## config.mk

```make
export PLATFORM = sky130hd
export DESIGN_NAME = m_fetch_exc_unit
export DESIGN_NICKNAME = d
export VERILOG_FILES = /design/src/rtl/fetch_exc_pkg.sv /design/src/rtl/m_fetch_exc_prio.sv /design/src/rtl/m_fetch_exc_unit.sv
export SDC_FILE = /design/constraint.sdc
export NUM_CORES = 1
export LEC_CHECK = 0
export CORE_UTILIZATION = 39
export CTS_BUF_LIST = sky130_fd_sc_hd__clkbuf_8 sky130_fd_sc_hd__clkbuf_16
export CTS_CLUSTER_DIAMETER = 50
export DETAILED_ROUTE_END_ITERATION = 6
export PLACE_DENSITY = 0.83
export SYNTH_ARGS = -nofsm -noshare
export SYNTH_HDL_FRONTEND = slang
export SYNTH_SLANG_ARGS = --single-unit
```

## constraint.sdc

```tcl
create_clock -name clk -period 2.3 [get_ports clk]
set_input_delay 0.575 -clock clk [delete_from_list [all_inputs] [get_ports clk]]
set_output_delay 0.575 -clock clk [all_outputs]
set_load 0.02 [all_outputs]
```

## src/rtl/fetch_exc_pkg.sv

```systemverilog
// Shared definitions for the fetch-stage exception unit.
//   - RISC-V instruction exception cause codes used by the fetch stage
//   - fetch_exc_state_e : state of the pending-exception FSM
package fetch_exc_pkg;

  localparam int EXC_INSTR_MISALIGN     = 0;
  localparam int EXC_INSTR_ACCESS_FAULT = 1;
  localparam int EXC_INST_PAGE_FAULT    = 12;
  localparam int EXC_NONE               = 14;

  typedef enum logic [1:0] {
    IDLE       = 2'd0,
    PEND       = 2'd1,
    WAIT_REDIR = 2'd2
  } fetch_exc_state_e;

endpackage

```

## src/rtl/m_fetch_exc_prio.sv

```systemverilog
// Combinational cause priority encoder for fetch exceptions.
// Priority, highest first: page fault > access fault > misaligned PC.
// Ports:
//   misalign     in   1           PC is not aligned to IALIGN
//   access_fault in   1           instruction access fault
//   page_fault   in   1           instruction page fault
//   valid        out  1           at least one cause is present
//   code         out  EXC_CODE_W  winning cause code, EXC_NONE if none
module m_fetch_exc_prio
  import fetch_exc_pkg::*;
#(
  parameter int EXC_CODE_W = 4
) (
  input  logic                  misalign,
  input  logic                  access_fault,
  input  logic                  page_fault,
  output logic                  valid,
  output logic [EXC_CODE_W-1:0] code
);

  always_comb begin
    valid = misalign | access_fault | page_fault;
    code  = EXC_CODE_W'(EXC_NONE);
    if (page_fault) begin
      code = EXC_CODE_W'(EXC_INST_PAGE_FAULT);
    end else if (access_fault) begin
      code = EXC_CODE_W'(EXC_INSTR_ACCESS_FAULT);
    end else if (misalign) begin
      code = EXC_CODE_W'(EXC_INSTR_MISALIGN);
    end
  end

endmodule

```

## src/rtl/m_fetch_exc_unit.sv

```systemverilog
// Fetch-stage exception generator between the MMU/IF stage and the CSR trap
// logic. Detects misaligned PC, instruction page fault and (when the macro
// FETCH_ACCESS_FAULT_EN is defined) instruction access fault, holds one
// pending exception across IF stalls until acked, then stays quiet until the
// trap redirect flushes the pipe. Counts raised exceptions (saturating).
//
// Handshake: exc_req_o is held high with code/tval frozen while an exception
// is pending; it is consumed only in a cycle where exc_ack_i=1 and
// if_stall=0. An ack during a stall is dropped and must be re-issued. Any
// flush (csr/exe redirect or WFI) drops a pending exception without an ack.
//
// Ports:
//   clk, rst        clock (rising edge), async active-high reset
//   pc              fetch PC
//   fetch_valid     pc/fault inputs valid this cycle
//   csr_new_pc_req, exe_new_pc_req, wfi_req   flush sources
//   if_stall        IF stalled; pending exception holds
//   i_page_fault    MMU page fault for pc
//   i_access_fault  access fault (ignored unless FETCH_ACCESS_FAULT_EN)
//   exc_ack_i       downstream consumed the exception
//   exc_req_o       exception pending
//   exc_code_o      cause code, EXC_NONE when nothing pending
//   exc_tval_o      faulting PC, 0 when nothing pending
//   exc_cnt_o       saturating count of raised exceptions
//   fsm_state       current FSM state (debug)
module m_fetch_exc_unit
  import fetch_exc_pkg::*;
#(
  parameter int XLEN       = 32,
  parameter int IALIGN     = 32,
  parameter int EXC_CODE_W = 4,
  parameter int CNT_W      = 8
) (
  input  logic                  clk,
  input  logic                  rst,
  input  logic [XLEN-1:0]       pc,
  input  logic                  fetch_valid,
  input  logic                  csr_new_pc_req,
  input  logic                  exe_new_pc_req,
  input  logic                  wfi_req,
  input  logic                  if_stall,
  input  logic                  i_page_fault,
  input  logic                  i_access_fault,
  input  logic                  exc_ack_i,
  output logic                  exc_req_o,
  output logic [EXC_CODE_W-1:0] exc_code_o,
  output logic [XLEN-1:0]       exc_tval_o,
  output logic [CNT_W-1:0]      exc_cnt_o,
  output fetch_exc_state_e      fsm_state
);

  fetch_exc_state_e      state_q, state_d;
  logic [EXC_CODE_W-1:0] code_q, code_d;
  logic [XLEN-1:0]       tval_q, tval_d;
  logic [CNT_W-1:0]      cnt_q, cnt_d;

  logic                  flush;
  logic                  misalign;
  logic                  access_fault;
  logic                  cause_valid;
  logic [EXC_CODE_W-1:0] cause_code;

  assign flush    = csr_new_pc_req | exe_new_pc_req | wfi_req;
  // With compressed instructions only bit 0 must be clear.
  assign misalign = (IALIGN == 16) ? pc[0] : (pc[1] | pc[0]);

`ifdef FETCH_ACCESS_FAULT_EN
  assign access_fault = i_access_fault;
`else
  logic unused_access_fault;
  assign unused_access_fault = i_access_fault;
  assign access_fault        = 1'b0;
`endif

  m_fetch_exc_prio #(
    .EXC_CODE_W(EXC_CODE_W)
  ) u_prio (
    .misalign    (misalign),
    .access_fault(access_fault),
    .page_fault  (i_page_fault),
    .valid       (cause_valid),
    .code        (cause_code)
  );

  always_ff @(posedge clk or posedge rst) begin
    if (rst) begin
      state_q <= IDLE;
      code_q  <= EXC_CODE_W'(EXC_NONE);
      tval_q  <= '0;
      cnt_q   <= '0;
    end else begin
      state_q <= state_d;
      code_q  <= code_d;
      tval_q  <= tval_d;
      cnt_q   <= cnt_d;
    end
  end

  always_comb begin
    state_d = state_q;
    code_d  = code_q;
    tval_d  = tval_q;
    cnt_d   = cnt_q;
    case (state_q)
      IDLE: begin
        // A flush in the same cycle wins over a fault: that PC is discarded.
        if (!flush && fetch_valid && cause_valid) begin
          state_d = PEND;
          code_d  = cause_code;
          tval_d  = pc;
          if (cnt_q != '1) cnt_d = cnt_q + CNT_W'(1);
        end
      end
      PEND: begin
        if (flush || (exc_ack_i && !if_stall)) begin
          state_d = flush ? IDLE : WAIT_REDIR;
          code_d  = EXC_CODE_W'(EXC_NONE);
          tval_d  = '0;
        end
      end
      WAIT_REDIR: begin
        if (flush) state_d = IDLE;
      end
      default: begin
        state_d = IDLE;
        code_d  = EXC_CODE_W'(EXC_NONE);
        tval_d  = '0;
      end
    endcase
  end

  assign exc_req_o  = (state_q == PEND);
  assign exc_code_o = code_q;
  assign exc_tval_o = tval_q;
  assign exc_cnt_o  = cnt_q;
  assign fsm_state  = state_q;

endmodule

```

* After elaboration in Yosys (flattened, before gate mapping)
Index checks and enable logic that the tools add are counted.
** Storage, ports and cells
- Register bits after elaboration :: 46
- Bits in latches :: 0
- RAM bits :: 0
- ROM bits :: 0
- Input port bits :: 42
- Output and inout bits :: 47
- Logic and storage cells :: 39
- Memories :: 0
** Cells by class
- Add/subtract/negate cells :: 1
- $mul :: 0
- Divide/modulo/power cells :: 0
- $lt $le $gt $ge :: 0
- Equality and inequality tests :: 6
- Shift-type cells :: 0
- Mux-type cells :: 13
- Bitwise gates (word level) :: 5
- Reductions and logical operators :: 10
** Operator list (number)
- 32-bit one-hot mux with 3 select lines :: 1
- 32-bit two-way mux :: 2
- 4-bit two-way mux :: 4
- 4-bit one-hot mux with 3 select lines :: 1
- 3-bit AND reduction :: 3
- 8-bit by 1-bit adder with 8-bit output (second input constant) :: 1
- 2-bit two-way mux :: 4
- 8-bit inequality test (second input constant) :: 1
- 2-bit one-hot mux with 3 select lines :: 1
- 2-bit inequality test (second input constant) :: 2
- 1-bit bitwise OR :: 4
- 1-bit logical AND :: 3
- 2-bit by 1-bit equality test with 1-bit output (second input constant) :: 1
- 2-bit equality test (second input constant) :: 1
- 1-bit zero test :: 2
- 2-bit zero test :: 1
- 2-bit by 1-bit inequality test with 1-bit output (second input constant) :: 1
- 1-bit logical OR :: 1
- 1-bit NOT :: 1

* Logic depth before layout (Yosys ltp)
Gate-level depths: netlist (run 1).
- Word-level depth :: 7
- Gate-level depth with buffers :: 6
- Depth with buffers taken out :: 5

* Modules after synthesis
Synthesis (run 1) repeated with hierarchy kept, for this count alone.
** Second synthesis, totals
- Cells, all modules :: 139
- Area, all modules :: 1893.1 µm²
** Modules (own cells, without submodules)
- m_fetch_exc_unit :: instances 1, cells an instance 134, area each 1860.5 µm², seq. area each 1154.9 µm²
- m_fetch_exc_prio :: instances 1, cells an instance 5, area each 32.5 µm², seq. area each 0.0 µm²

* Worst setup path after synthesis (run 1)
Ideal clock, no wire load.
- Path type :: input to register
- From :: input exe_new_pc_req
- To :: register tval_q[17] (netlist: exc_tval_o[17])
- Setup time :: 0.121 ns
- Arrival :: 1.839 ns
- Data required time :: 2.179 ns
- Path slack :: 0.340 ns
- Stages on the path :: 6
- Path buffers :: 2
- Cell sequence :: or4_4 > nor3_4 > nor2b_1 > buf_2 > buf_6 > a22o_1
** Between the ends
- Word-level cells in the longest chain between the ends :: 7
- Elaborated cells between the ends (all ways) :: 9
- Those cells by class :: eq/ne (2); bitwise (2); reduce/logical (5)
** RTL lines
- start, declared :: line m_fetch_exc_unit.sv:39 : input logic exe_new_pc_req,
- 1-bit bitwise OR * (2 in a row) :: line m_fetch_exc_unit.sv:63 : assign flush = csr_new_pc_req | exe_new_pc_req | wfi_req;
- 1-bit zero test :: line m_fetch_exc_unit.sv:107 : if (!flush && fetch_valid && cause_valid) begin
- 1-bit logical AND (2 in a row) :: line m_fetch_exc_unit.sv:107
- 2-bit inequality test (no source line)
- 3-bit AND reduction (no source line) *
- end signal, assigned :: line m_fetch_exc_unit.sv:94 : tval_q <= tval_d;
- end, declared :: line m_fetch_exc_unit.sv:54 : logic [XLEN-1:0] tval_q, tval_d;
Every way passes the cells marked *; elsewhere a longest branch is shown, timed or not.
A chain may end at the register's enable or synchronous reset.

* Final worst setup path (run 1)
- From :: register state_q[0] (netlist: fsm_state[0])
- To :: output exc_req_o
** Between the ends
- Word-level cells in the longest chain between the ends :: 1
** RTL lines
- start, declared :: line m_fetch_exc_unit.sv:52 : fetch_exc_state_e state_q, state_d;
- start signal, assigned :: line m_fetch_exc_unit.sv:92 : state_q <= state_d;
- 2-bit by 1-bit equality test with 1-bit output :: line m_fetch_exc_unit.sv:132 : assign exc_req_o = (state_q == PEND);
- end, declared :: line m_fetch_exc_unit.sv:45 : output logic exc_req_o,
No other way between the ends.

==> run metrics, run 1 <==
Final Hold Viols 0; asr flop ratio synth 100%; Max H-tree Level 2; TritonCTS buffer count 5; Worst Skew 5.06 ps; CTS Buffer Depth 2; latest clock arrival within the worst-skew pair just under 300 ps; Mapped Area approximately 1800 um2; Hold/Removal Path Class register to register; Routed Antenna Nets 0; CP Data Arrival Time 1550 ps; post-synthesis cell type count 31; Cell Rows 24; Final Max Slew Viols 0; WS Path Type register to primary output; die area 4810 um2; Seq/Total Area, Yosys 62.4%; gr busiest metal met2; count leader, synth dfrtp_1; minimum clock period 2130 ps; hold path start exc_code_o[1]$_DFFE_PP1P_; DP HPWL 3060 um; met3 usage approximately 4.2%; RSZ-0062 raised after global routing false; Rel. slew slack 66.0%; largest cells by area after synthesis dfrtp_1 (59%), a22o_1 (16%), dfstp_2 (3.0%); DR vias/cell 5.24; # IOs 89; Yosys warnings 0; Layout area overhead 61.4%; Total Power 2.40 mW; clock slew at the register clock pins of the worst setup and hold paths approximately 80 ps; vias in the first global route 1,492; Synth Register Bits 44; final WL 4220 um; Post-synth top cells dfrtp_1 (42), a22o_1 (32), a21oi_1 (5); Post-Layout Cell Count 279; global route total overflow 0; TritonCTS clock tree built; CTS sink cnt 44; Reg2Reg Depth 5; setup violators final 0; syn nets 177; Vias 1,462; clk root buf clkbuf_8; worst-margin pin slew ~510 ps; worst reg2reg path startpoint fsm_state[1]$_DFFE_PP0P_; Starting Density between 40% and 50%; fmax about 470 MHz; TritonRoute pass-1 iters 4; fraction of layout cells with a size suffix above 1 11.0%; initial antenna violation count 0; Worst Setup Start Kind register; # diodes 0; syn_area_per_cell 13.2 um2; met2 Use GR approximately 29%; Worst VDD drop 0.407 mV; DR iter-0 viols 93; number of enable flip-flop cells after synthesis 0; Buffers on Ports 86; flop-to-flop setup slack between 400 and 500 ps; DIE WIDTH a little under 70 um; Placeable Area 4350 um2; Worst Setup End Kind primary output; first-pass GRT wire length between 7000 and 8000 um; CP Max Fanout 6; Cells after DPL 272; GRT Total Usage between 10% and 20%; status finished clean; drt wl/cell 15.1 um; Yosys top cell area share between 50 and 60%; total power per unit cell area 841 nW/um2; Hold EP exc_code_o[1]$_DFFE_PP1P_; synthesized instance count about 130; Die Y just under 70 um; Yosys top cell by area dfrtp_1; Remaining DRCs 0; met1 Use GR about 25%; hold path depth 2; largest net degree at the start of global routing 34; LEAKAGE 1.27 nW; Reg2Reg Capture Point exc_cnt_o[6]$_DFFE_PP0P_; Layout Nets 270; Tcrit/Tclk final between 90% and 100%; Req. time, crit path 1730 ps; Placer Congestion ~0.76; max-cap violations 0; Main synth FF type dfrtp_1
## per-stage QoR
step                cell area [um2]  setup WS [ps]  utilization [%]  hold WS, ps  TNS [ps]
floorplan                      1770            340                -          494         0
global placement               2730           -127             62.6          465     -4140
detailed placement             2730           -167             62.6          476     -5230
CTS                            2860            119             65.6          487         0
global route                   2860           54.3             65.6          514         0
finish                         2860            174             65.6          480         0
## cells in the final DEF, fill, tap and decap left out, types with 2 or more instances in the layout
master	netlist	routed
xnor2_1	3	3
nand3_1	3	3
and2_1	2	2
nand2_1	2	2
clkbuf_8	0	5
nor2b_1	4	3
mux2_2	2	2
inv_1	4	3
clkdlybuf4s50_1	0	86
a22o_1	32	32
a21oi_1	5	5
buf_4	2	8
buf_12	0	2
dfstp_2	2	2
bufinv_16	0	2
nand2b_1	2	2
nand4_1	2	2
a31oi_1	3	3
nor2_1	2	2
dfrtp_1	42	42
and4_1	2	2
nor4_1	2	2
## how the worst max path moves through the flow
| stage | start | end | cells after the start |
|---|---|---|---|
| detailed placement | exe_new_pc_req | exc_tval_o[8]$_DFFE_PP0P_ | 6 |
| CTS | exe_new_pc_req | exc_tval_o[20]$_DFFE_PP0P_ | 6 |
| finish | fsm_state[0]$_DFFE_PP0P_ | exc_req_o | 3 |
| global route | exe_new_pc_req | exc_tval_o[20]$_DFFE_PP0P_ | 6 |
| floorplan | exe_new_pc_req | exc_tval_o[17]$_DFFE_PP0P_ | 6 |
| global placement | exe_new_pc_req | exc_tval_o[5]$_DFFE_PP0P_ | 6 |
## what timing repair did
action / in CTS / in global routing
buffers inserted: 0 / 0
endpoints found under the setup margin: 0 / 28
hold endpoints to repair: 0 / 0
hold buffers: 0 / 0
gates resized for setup: 0 / 1
## state kept, by name (all words and copies together), names as in the netlist
| signal | flops |
|---|---|
| exc_tval_o | 32 |
| fsm_state | 2 |
| exc_cnt_o | 8 |
| exc_code_o | 2 |
## report_power, final
part	total [mW]	internal [mW]	switching (mW)
combinational	0.728	0.399	0.329
sequential	0.999	0.908	0.0909
clock	0.673	0.427	0.246
## cell type report
cell class,instances,area [um2]
multi-input cells,76,582
flip-flops and latches,44,1100
clock buffers,5,68.8
clock inverters,2,60.1
repair buffers,96,961
well taps,52,65.1
inverters,4,15.0
fillers,332,1500
## worst max-delay path: stages, from the launching register on
cell	delay (ps)
dfrtp_1	430
inv_1	80
nor2_1	130
clkdlybuf4s50_1	620
## metal layers
metal | vias to the layer above | routed length, um
li1 | 684 | -
met1 | 714 | 1870
met2 | 60 | 2040
met3 | 4 | 251
met4 | 0 | 55
met5 | - | 0
## logic make-up after synthesis
family	after synthesis	share of synthesized area, %
xor gates and xnor gates	3	1.49
buffers and inverters	14	4.88
and+or+nand+nor	26	9.69
AOI/OAI and AO/OA	43	19.4
muxes	2	1.27
other	1	0.212
adders and majority gates	1	0.707
DFF	44	62.4
Note: power is estimated with default switching activity, not from simulation.
==> run 2, diff against run 1 <==
Settings changed: CORE_MARGIN set to 5.
==> run metrics, run 2 (synthesized netlist as in run 1, its figures left out) <==
Vias 1,455 (-0.48%); # IOs 89 (unchanged); Max H-tree Level 2 (unchanged); Placeable Area 4380 um2 (+0.69%); vias in the first global route 1,524 (+2.1%); Layout Nets 271 (+0.37%); latest clock arrival within the worst-skew pair 280 ps (about the same); Reg2Reg Depth 5 (unchanged); post-CTS sizing 0 (unchanged); hold slack 479 ps (-0.716 ps); Worst Setup End Kind register; DR iter-0 viols 43 (-54%); post-route core utilization 64.5% (-1.0 points); initial antenna violation count 0 (unchanged); TritonCTS buffer count 5 (unchanged); first-pass GRT wire length 7490 um (+4.3%); slowest CP cell or4_4; largest net degree at the start of global routing 34 (unchanged); Post-Layout Cell Count 281 (+0.72%); Tcrit/Tclk final 93.6% (+1.2 points); Post-CTS Setup Bufs 0 (unchanged); minimum clock period 2150 ps (+27.5 ps); final setup TNS 0 ps (unchanged); CP Data Arrival Time 2370 ps (+820 ps); Buffers on Ports 86 (unchanged); worst path cell trace clkdlybuf4s50_1 > or4_4 > o21ai_0 > nor2b_2 > buf_12 > a22o_1; # diodes 0 (unchanged); Setup crit start exe_new_pc_req; Cell Rows 24 (unchanged); fraction of layout cells with a size suffix above 1 11.4% (+0.34 points); status finished clean; Starting Density 40.4% (-0.28 points); hold path start exc_code_o[1]$_DFFE_PP1P_; LEAKAGE 1.27 nW (-0.36%); Die Y 77.4 um (+12%); Worst path top cell family by delay simple AND/OR/NAND/NOR gates; CP Max Fanout 33 (+27); die area 5980 um2 (+24%); max reg flops 32 (unchanged); Layout area overhead 59.9%; drt wl/cell 16.2 um (+7.5%); CTS sink cnt 44 (unchanged); final WL 4560 um (+8.2%); Cells after DPL 273 (+0.37%); Final Max Slew Viols 0 (unchanged); Placer Congestion 0.803 (+5.4%); Hold/Removal Path Class register to register; max-cap violations 0 (unchanged); fill count 373 (+12%); Hold EP exc_code_o[1]$_DFFE_PP1P_; clock slew at the register clock pins of the worst setup and hold paths 80 ps (about the same); Final Hold Viols 0 (unchanged); Routed Antenna Nets 0 (unchanged); Worst Path Buf+Inv 2 (unchanged); TritonCTS clock tree built; Worst VDD drop 0.425 mV (+4.5%); flop-to-flop setup slack 400 ps (-50 ps); total power per unit cell area 813 nW/um2 (-3.3%); clk root buf clkbuf_8; worst reg2reg path startpoint fsm_state[1]$_DFFE_PP0P_; setup violators final 0 (unchanged); DIE WIDTH 77.4 um (+12%); hold_buf cts 0 (unchanged); DR vias/cell 5.18 (-1.2%); Req. time, crit path 2520 ps (+790 ps); DP HPWL 3380 um (+11%); Reg2Reg Capture Point exc_tval_o[18]$_DFFE_PP0P_; CTS Buffer Depth 2 (unchanged); Worst Setup Start Kind input port; Worst Skew 3.93 ps (-1.13 ps); most frequent cells in the layout clkdlybuf4s50_1 (86), dfrtp_1 (42), a22o_1 (32), buf_4 (10); Remaining DRCs 0 (unchanged); TritonRoute pass-1 iters 4 (unchanged); fmax 464 MHz (-1.3%); WS Path Type input port to register; hold path depth 2 (unchanged); global route total overflow 0 (unchanged); GRT Total Usage 15.7% (-3.0 points); commonest non-fill, non-tap cell in the layout clkdlybuf4s50_1; slowest stage delay, CP 550 ps (-70 ps); RSZ-0062 raised after global routing false
[run 2: changes by cell type in the layout (fill, tap and decap cells not counted), sizes merged]
cell,change
bufinv,-1
inv,+1
buf,+1
clkinv,+1
[run 2: cell type report]
type	instances	area [um2]	share of cell area, %
Inverter	4	15.0	0.531
Timing Repair Buffer	97	956	33.8
Sequential cell	44	1100	39.0
Clock inverter	3	38.8	1.37
Tap cell	52	65.1	2.30
Clock buffer	5	68.8	2.43
Multi-Input combinational cell	76	582	20.6
[run 2: worst register-to-register path: stages (launching register included)]
cell	delay [ps]
dfrtp_1	420
or4_4	580
o21ai_0	230
nor2b_2	220
buf_12	200
a22o_1	180
[run 2: per-layer routing]
layer,GRT usage (%),part of all wire (%)
met1,21.2,45
met2,23.7,46
met3,5.09,6.4
met4,5.67,2.0
met5,0,0
[run 2: power by group]
group	total, mW	switching [mW]	internal [mW]
Clock	0.569	0.251	0.318
Sequential	1.00	0.0920	0.908
Combinational	0.732	0.333	0.399
Total	2.30	0.676	1.63
[run 2: worst max path at each step]
stage	end	slack [ps]	cells after the start
after global routing	exc_req_o	20	3
after CTS	exc_tval_o[18]$_DFFE_PP0P_	120	6
after detailed placement	exc_tval_o[18]$_DFFE_PP0P_	-180	6
after global placement	exc_tval_o[31]$_DFFE_PP0P_	-120	6
after floorplan	exc_tval_o[17]$_DFFE_PP0P_	340	6
final	exc_tval_o[18]$_DFFE_PP0P_	150	6
[run 2: per-stage QoR]
step / area [um2] / total power [mW] / setup slack, ps
detailed placement: 2720 / 1.76 / -181
floorplan: 1770 / 1.35 / 340
global placement: 2720 / 1.73 / -124
CTS: 2830 / 2.33 / 123
finish: 2830 / 2.30 / 146
global route: 2830 / 2.42 / 22.2
